[config.mk]
export PLATFORM = sky130hd
export DESIGN_NAME = tx_frame_arbiter
export DESIGN_NICKNAME = d
export VERILOG_FILES = /design/src/rtl/tx_frame_arbiter.sv
export SDC_FILE = /design/constraint.sdc
export NUM_CORES = 1
export LEC_CHECK = 0
export CORE_ASPECT_RATIO = 0.9
export CORE_MARGIN = 2
export CORE_UTILIZATION = 40
export CTS_CLUSTER_DIAMETER = 120
export CTS_CLUSTER_SIZE = 10
export DETAILED_ROUTE_END_ITERATION = 16
export PLACE_DENSITY = 0.82
export SYNTH_ARGS = -nofsm -noshare
export SYNTH_HDL_FRONTEND = slang
export SYNTH_SLANG_ARGS = --single-unit
[constraint.sdc]
create_clock -name CLK -period 3.1 [get_ports CLK]
set_input_delay 0.465 -clock CLK [delete_from_list [all_inputs] [get_ports CLK]]
set_output_delay 0.465 -clock CLK [all_outputs]
set_load 0.02 [all_outputs]
[src/rtl/tx_frame_arbiter.sv]
// Round-robin arbiter/framer sharing one byte UART transmitter among N_REQ requesters.
// Optional header byte enabled by defining TX_FRAME_HDR_EN.
module tx_frame_arbiter #(
    parameter int N_REQ = 4
) (
    input  logic               CLK,
    input  logic               RSTn,
    input  logic [N_REQ-1:0]   REQ_En,
    input  logic [40*N_REQ-1:0] REQ_Data,
    output logic [N_REQ-1:0]   REQ_Done,
    input  logic               TX_Done_Sig,
    output logic               TX_En_Sig,
    output logic [7:0]         TX_Data,
    output logic               Busy,
    output logic [2:0]         Grant_Id
);

    typedef enum logic [1:0] {
        ST_IDLE = 2'd0,
        ST_LOAD = 2'd1,
        ST_SEND = 2'd2,
        ST_DONE = 2'd3
    } state_t;

`ifdef TX_FRAME_HDR_EN
    localparam logic [2:0] LAST_IDX = 3'd6;
`else
    localparam logic [2:0] LAST_IDX = 3'd5;
`endif

    state_t                 state_q, state_d;
    logic [2:0]             last_q, last_d;
    logic [2:0]             grant_q, grant_d;
    logic [39:0]            shadow_q, shadow_d;
    logic [7:0]             acc_q, acc_d;
    logic [2:0]             cnt_q, cnt_d;
    logic                   tx_en_q, tx_en_d;
    logic [7:0]             tx_data_q, tx_data_d;
    logic [N_REQ-1:0]       done_q, done_d;
    logic                   busy_q, busy_d;

    logic                   found_s;
    logic [2:0]             gnt_s;
    logic [39:0]            pay_s;
    logic [7:0]             byte_s;

    function automatic logic [7:0] chk_byte(input logic [7:0] acc);
        return ~acc + 8'd1;
    endfunction

    function automatic logic [7:0] pay_byte(input logic [39:0] p, input logic [2:0] k);
        logic [7:0] b;
        case (k)
            3'd0:    b = p[39:32];
            3'd1:    b = p[31:24];
            3'd2:    b = p[23:16];
            3'd3:    b = p[15:8];
            3'd4:    b = p[7:0];
            default: b = 8'h00;
        endcase
        return b;
    endfunction

    // base is at most N_REQ-1 and k at most N_REQ, so one subtraction wraps it
    function automatic logic [2:0] wrap_idx(input logic [2:0] base, input int k);
        int s;
        s = int'(base) + k;
        if (s >= N_REQ) begin
            s = s - N_REQ;
        end
        return 3'(s);
    endfunction

    // Round-robin search starting after the last served requester, plus payload select
    always_comb begin
        found_s = 1'b0;
        gnt_s   = 3'd0;
        pay_s   = 40'd0;
        for (int k = 1; k <= N_REQ; k++) begin
            for (int i = 0; i < N_REQ; i++) begin
                if (!found_s && REQ_En[i] && (wrap_idx(last_q, k) == 3'(i))) begin
                    found_s = 1'b1;
                    gnt_s   = 3'(i);
                end
            end
        end
        for (int i = 0; i < N_REQ; i++) begin
            if (gnt_s == 3'(i)) begin
                pay_s = REQ_Data[40*i +: 40];
            end
        end
    end

    // Frame byte for the current count; the checksum is always the final byte
    always_comb begin
        byte_s = 8'h00;
        if (cnt_q == LAST_IDX) begin
            byte_s = chk_byte(acc_q);
        end else begin
`ifdef TX_FRAME_HDR_EN
            if (cnt_q == 3'd0) begin
                byte_s = {5'b10100, grant_q};
            end else begin
                byte_s = pay_byte(shadow_q, cnt_q - 3'd1);
            end
`else
            byte_s = pay_byte(shadow_q, cnt_q);
`endif
        end
    end

    // Next-state and registered-output logic
    always_comb begin
        state_d   = state_q;
        last_d    = last_q;
        grant_d   = grant_q;
        shadow_d  = shadow_q;
        acc_d     = acc_q;
        cnt_d     = cnt_q;
        tx_en_d   = tx_en_q;
        tx_data_d = tx_data_q;
        done_d    = {N_REQ{1'b0}};
        busy_d    = busy_q;
        case (state_q)
            ST_IDLE: begin
                tx_en_d = 1'b0;
                if (found_s) begin
                    state_d  = ST_LOAD;
                    grant_d  = gnt_s;
                    shadow_d = pay_s;
                    busy_d   = 1'b1;
                    acc_d    = 8'h00;
                    cnt_d    = 3'd0;
                end else begin
                    busy_d   = 1'b0;
                end
            end
            ST_LOAD: begin
                tx_data_d = byte_s;
                tx_en_d   = 1'b1;
                state_d   = ST_SEND;
                if (cnt_q != LAST_IDX) begin
                    acc_d = acc_q + byte_s;
                end else begin
                    acc_d = acc_q;
                end
            end
            ST_SEND: begin
                if (TX_Done_Sig) begin
                    tx_en_d = 1'b0;
                    cnt_d   = cnt_q + 3'd1;
                    if (cnt_q == LAST_IDX) begin
                        state_d = ST_DONE;
                        for (int i = 0; i < N_REQ; i++) begin
                            done_d[i] = (grant_q == 3'(i));
                        end
                    end else begin
                        state_d = ST_LOAD;
                    end
                end else begin
                    tx_en_d = 1'b1;
                end
            end
            ST_DONE: begin
                last_d  = grant_q;
                busy_d  = 1'b0;
                state_d = ST_IDLE;
            end
            default: begin
                state_d = ST_IDLE;
            end
        endcase
    end

    // State and output registers
    always_ff @(posedge CLK or negedge RSTn) begin
        if (!RSTn) begin
            state_q   <= ST_IDLE;
            last_q    <= 3'(N_REQ - 1);
            grant_q   <= 3'd0;
            shadow_q  <= 40'd0;
            acc_q     <= 8'h00;
            cnt_q     <= 3'd0;
            tx_en_q   <= 1'b0;
            tx_data_q <= 8'h00;
            done_q    <= {N_REQ{1'b0}};
            busy_q    <= 1'b0;
        end else begin
            state_q   <= state_d;
            last_q    <= last_d;
            grant_q   <= grant_d;
            shadow_q  <= shadow_d;
            acc_q     <= acc_d;
            cnt_q     <= cnt_d;
            tx_en_q   <= tx_en_d;
            tx_data_q <= tx_data_d;
            done_q    <= done_d;
            busy_q    <= busy_d;
        end
    end

    assign REQ_Done  = done_q;
    assign TX_En_Sig = tx_en_q;
    assign TX_Data   = tx_data_q;
    assign Busy      = busy_q;
    assign Grant_Id  = grant_q;

endmodule

Word-level counts from Yosys, hierarchy flattened
Index checks and enable logic that the tools add are counted.
{"block": "totals", "inputBits": 167, "out_inout_bits": 17, "word_cells": 176, "ff_bits": 73}
{"block": "op_classes", "addsub": 11, "bitwise_logic": 1, "eq_ne": 30, "magnitude_cmp": 4, "reduce_logical": 62, "muxes": 58}
{"operator": "2-to-1 mux 40 bit", "n": 4}
{"operator": "2-to-1 mux 3 bit", "n": 20}
{"operator": "== test 3 x 2 -> 1 bit (second input constant)", "n": 14}
{"operator": "one-hot mux 8 bit (5 select lines)", "n": 1}
{"operator": "logical AND 1 bit", "n": 31}
{"operator": "2-to-1 mux 8 bit", "n": 3}
{"operator": "== test 3 x 1 -> 1 bit (second input constant)", "n": 7}
{"operator": "logical NOT 3 bit", "n": 7}
{"operator": "2-to-1 mux 1 bit", "n": 19}
{"operator": "greater-or-equal comparator 4 x 3 -> 1 bit (second input constant)", "n": 4}
{"operator": "one-hot mux 8 bit (2 select lines)", "n": 1}
{"operator": "logical NOT 1 bit", "n": 15}
{"operator": "2-to-1 mux 4 bit", "n": 3}
{"operator": "subtractor 3 bit (second input constant)", "n": 4}
{"operator": "adder 3 x 2 -> 4 bit (second input constant)", "n": 2}
{"operator": "adder 8 x 1 -> 8 bit (second input constant)", "n": 1}
{"operator": "adder 8 bit", "n": 1}
{"operator": "NOT 8 bit", "n": 1}
{"operator": "one-hot mux 2 bit (4 select lines)", "n": 1}
{"operator": "== test 3 bit (second input constant)", "n": 2}
{"operator": "2-to-1 mux 2 bit", "n": 3}
{"operator": "!= test 2 bit (second input constant)", "n": 3}
{"operator": "one-hot mux 3 bit (2 select lines)", "n": 1}
{"operator": "AND reduction 3 bit", "n": 2}
{"operator": "12 further kinds", "n": 16}

Longest topological paths before layout
{"block": "logic_depth", "word_depth": 71, "ltp_mapped": 17}

Worst setup path before layout
OpenSTA, ideal clock, no wires.
{"block": "synth_timing", "path_type": "flip-flop to flip-flop", "startpoint": "reg cnt_q[2]", "endpoint": "reg acc_q[6]", "period_less_slack_ns": 3.185, "path_buffers": 3, "setup_time_ns": 0.121, "t_required_ns": 2.979, "setup_slack_ns": -0.085, "path_stages_with_launch": 18, "t_arrival_ns": 3.064, "cell_sequence": "dfrtp_1 > buf_2 > clkbuf_1 > inv_1 > ha_1 > clkbuf_1 > nor2_1 > o22ai_1 > a22o_1 > ha_1 > inv_1 > fa_1 > nor2b_1 > o21ai_0 > nand2b_1 > a31oi_1 > xnor2_1 > a22o_1"}
{"block": "synth_between", "elab_chain_cells": 6, "elab_cells_between_ends": 14}
{"item": "start: declaration", "line_no": "36", "rtl": "logic [2:0] cnt_q, cnt_d;"}
{"item": "start signal: assignment", "line_no": "194", "rtl": "cnt_q <= cnt_d;"}
{"item": "== test 3 bit, or another cell as far along", "line_no": "53", "rtl": "case (k)"}
{"item": "one-hot mux 8 bit (5 select lines)", "line_no": "53"}
{"item": "2-to-1 mux 8 bit *", "line_no": "97", "rtl": "if (cnt_q == LAST_IDX) begin"}
{"item": "named net byte_s[0]", "line_no": "45", "rtl": "logic [7:0] byte_s;"}
{"item": "adder 8 bit *", "line_no": "143", "rtl": "acc_d = acc_q + byte_s;"}
{"item": "2-to-1 mux 8 bit *", "line_no": "142", "rtl": "if (cnt_q != LAST_IDX) begin"}
{"item": "one-hot mux 8 bit (2 select lines) *", "line_no": "124", "rtl": "case (state_q)"}
{"item": "end signal: assignment", "line_no": "182", "rtl": "acc_q <= 8'h00;"}
{"item": "end signal: assignment", "line_no": "193", "rtl": "acc_q <= acc_d;"}
{"item": "end: declaration", "line_no": "35", "rtl": "logic [7:0] acc_q, acc_d;"}
The timed path passes the listed nets; every way through them passes the cells marked *. The select of a mux whose other input is x is not followed.
A chain may end at the register's enable or synchronous reset.

Final worst setup path
{"block": "layout_timing", "startpoint": "reg cnt_q[0]", "endpoint": "reg acc_q[7]"}
The elaborated chain is that of the path after synthesis.

==> results.cfg <==
[status]
status = finished clean

[critical_path]
critical_path.most_common_cell = ha_1
slowest_stage = dfrtp_1
crit_chain = ha_1 > ha_1 > buf_4 > a22oi_1 > o21ai_0 > a22o_1 > ha_1 > a21o_1 > a21oi_1 > o21ai_1 > a31oi_1 > xor2_1 > mux2i_1
regToRegStartpoint = cnt_q[0]$_DFFE_PN0P_
rr_endpoint = acc_q[7]$_DFFE_PN0P_
r2r_slack_ns = 0.20
cp.required_ns = 3.35
endpoint = acc_q[7]$_DFFE_PN0P_
r2r_cells = 13
worstSetupEndpointType = register
worstPathArrival_ns = 3.14
path_class = register to register
critPathLaunch = cnt_q[0]$_DFFE_PN0P_
cp_max_fo = 7
cp-start-kind = register
crit_path_max_incr_delay_ns = 0.43

[place]
numPlacedInstances = 689
io_buffers = 182
gp_congestion = 0.861
dp_hpwl_mm = 10.8
place_ws_ns = 0.0487

[timing]
hold_slack_ns = 0.246
setup_viol = 0
fin_crit_sh = 0.934
setup_ws_ns = 0.205
slew_headroom = 0.449
slew_violations = 0
fin_crit_ns = 2.90
tns_ns = 0
worst_pin_slew_ns = 0.826
fin_worst_skew_ns = 0.00611
hold_viol_final = 0
clock.fmax_ghz = 0.345

[pwr]
switchingPower_w = 0.00221
p_int_w = 0.00390
swShare = 0.362
combPwrFrac = 0.547
clockPowerShare = 0.173
ir_worst_vdd_mv = 0.414
p_per_area_nw_per_um2 = 874
p_leak_nw = 2.85
seq_power_share = 0.280

[finish]
n_antenna_cell = 0
final_core_util = 0.619
nNetsFinal = 730
final-seq-area_um2 = 1780
drive_gt1_frac = 0.250
multi_input_area_um2 = 2680
n_fill_cell = 887
final_cells = 705
area_growth_pct = 52.3

[route]
drt_pass1_iterations = 4
wl_met2_mm = 6.65
finalWirelength_mm = 13.1
drtIter0Drc = 206
routed_via_density = 5.32
ant_nets = 0
route.detailed.drc = 0
wl_met1_mm = 5.42
wl_met3_um = 662
top_layer = met4
routedWlPerCell_um = 18.5
route.vias.total = 3751

[die]
initial_utilization = 0.407
core_um2 = 11300
die_h_um = 106
die_area_um2 = 12400
rows = 37
ios = 184
die_x_um = 117

[min_path]
hp-class = input pin to async pin

[run]
maxCapViolations = 0

[clock_tree]
cts_inserted_buffers = 9
cts.sinks = 71
htree_levels = 3
insertion_delay_ns = 0.32
cts_root_buf = clkbuf_16
ctsHoldBuffers = 0
cts_setup_buffers = 0
cts_buffer_depth = 2
cts.clk_slew.worst_paths_ns = 0.06
cts_tree = done

[logic_synthesis]
yosysTopAreaCell = dfrtp_1
synth_warnings = 0
synth.distinct_cells = 45
synthesis.area_um2 = 4590
ys_ff_latch = 71
synth_area_leaders = dfrtp_1 (38%), mux4_2 (20%), mux2_2 (13%)
syn_nets = 546
synth_edf_count = 0
syn_area_per_cell_um2 = 12.8
synthCells = 360
yosysSeqAreaShare = 0.387
synthFlopType = dfrtp_1
async_flop_share = 1.00
yosysTopAreaCellShare = 0.376

[grt]
grt_start_max_net_pins = 43
grt.overflow.total = 0
grt_pass1_vias = 4086
grt_usage = 0.218
antenna_found_initial = 0
grt_first_pass_wirelength_mm = 20.8
## flip-flops by register name (all words and copies together), names as in the netlist, 2 cells and up
register	cells
TX_Data	8
Grant_Id	2
shadow_q	40
last_q	2
cnt_q	3
state_q	2
acc_q	8
REQ_Done	4
## layer usage
layer / up-vias / track usage
li1: 1751 / -
met1: 1859 / 0.282
met2: 119 / 0.362
met3: 22 / 0.0460
met4: 0 / 0.0714
met5: - / 0
## power groups by stage
| stage | sequential, W | combinational, W | clock, W |
|---|---|---|---|
| CTS | 0.00170 | 0.00331 | 0.00107 |
| detailed placement | 0.00171 | 0.00329 | 0 |
| global placement | 0.00170 | 0.00319 | 0 |
| finish | 0.00171 | 0.00334 | 0.00106 |
| global route | 0.00175 | 0.00365 | 0.00111 |
| floorplan | 0.00164 | 0.00233 | 0 |
## metrics by stage
stage / cell area [µm²] / power (W)
global route: 6990 / 0.00651
CTS: 6950 / 0.00608
detailed placement: 6640 / 0.00500
global placement: 6640 / 0.00489
floorplan: 4600 / 0.00397
finish: 6990 / 0.00611
## cell usage after synthesis, types with 3 or more instances
cell type and n:
buf_2 7, mux4_2 40, a22o_1 10, nand2_1 18, buf_6 5, ha_1 18, a32o_1 4, xnor2_1 4
a21oi_1 13, xor2_1 7, clkbuf_1 9, a31oi_1 4, dfrtp_1 69, buf_1 3, nor2b_1 4, o31ai_1 3
o21ai_0 17, inv_1 14, nor2_1 12, a22oi_1 11, mux2_2 53, a21o_1 5
## placed cells by master (no fill, tap or decap), types with 5 or more instances in the layout
| cell | count |
|---|---|
| a22oi_1 | 10 |
| o21ai_0 | 15 |
| mux4_2 | 40 |
| a22o_1 | 10 |
| dfrtp_1 | 69 |
| nand2_1 | 18 |
| xor2_1 | 7 |
| nor2_1 | 11 |
| ha_1 | 15 |
| inv_1 | 14 |
| a21oi_1 | 13 |
| clkbuf_16 | 9 |
| clkdlybuf4s50_1 | 181 |
| a21o_1 | 5 |
| buf_4 | 13 |
| mux2_2 | 53 |
## critical path, delay by kind of cell, from the launching register on
| family | cells | cell delay, ns |
|---|---|---|
| AO/OA/AOI/OAI | 7 | 1.18 |
| multiplexers | 1 | 0.19 |
| flip-flops | 1 | 0.43 |
| XOR/XNOR | 1 | 0.20 |
| adder cells (fa/ha/maj) | 3 | 0.64 |
| buffers and inverters | 1 | 0.17 |
## final cells by class
type | count | area share
tap | 156 | 0.0279
clock buffer | 14 | 0.0392
timing repair buffer | 198 | 0.282
clock inverter | 2 | 0.00537
multi-input combinational | 250 | 0.383
sequential | 71 | 0.254
inverter | 14 | 0.00752
## logic make-up after synthesis
group / count (synthesis) / synth area share
fa+ha+maj: 19 / 0.0534
other cells: 1 / 0.000817
compound gates: 78 / 0.118
buf+inv: 39 / 0.0428
simple gates: 46 / 0.0458
xor+xnor: 11 / 0.0210
flops: 71 / 0.387
mux: 95 / 0.331
## what timing repair did
item,in CTS,in global routing
setup endpoints to repair,0,2
resized for setup,0,10
hold endpoints to repair,0,0
## worst min path at each step
stage                     start                 endpoint  slack, ns
2_1_floorplan              RSTn         Busy$_DFFE_PN0P_       0.17
3_3_place_gp   Busy$_DFFE_PN0P_         Busy$_DFFE_PN0P_       0.48
3_5_place_dp   Busy$_DFFE_PN0P_         Busy$_DFFE_PN0P_       0.49
4_1_cts                    RSTn         Busy$_DFFE_PN0P_       0.26
5_1_grt                    RSTn  Grant_Id[0]$_DFFE_PN0P_       0.32
6_report                   RSTn         Busy$_DFFE_PN0P_       0.25
Note: power is estimated with default switching activity, not from simulation.
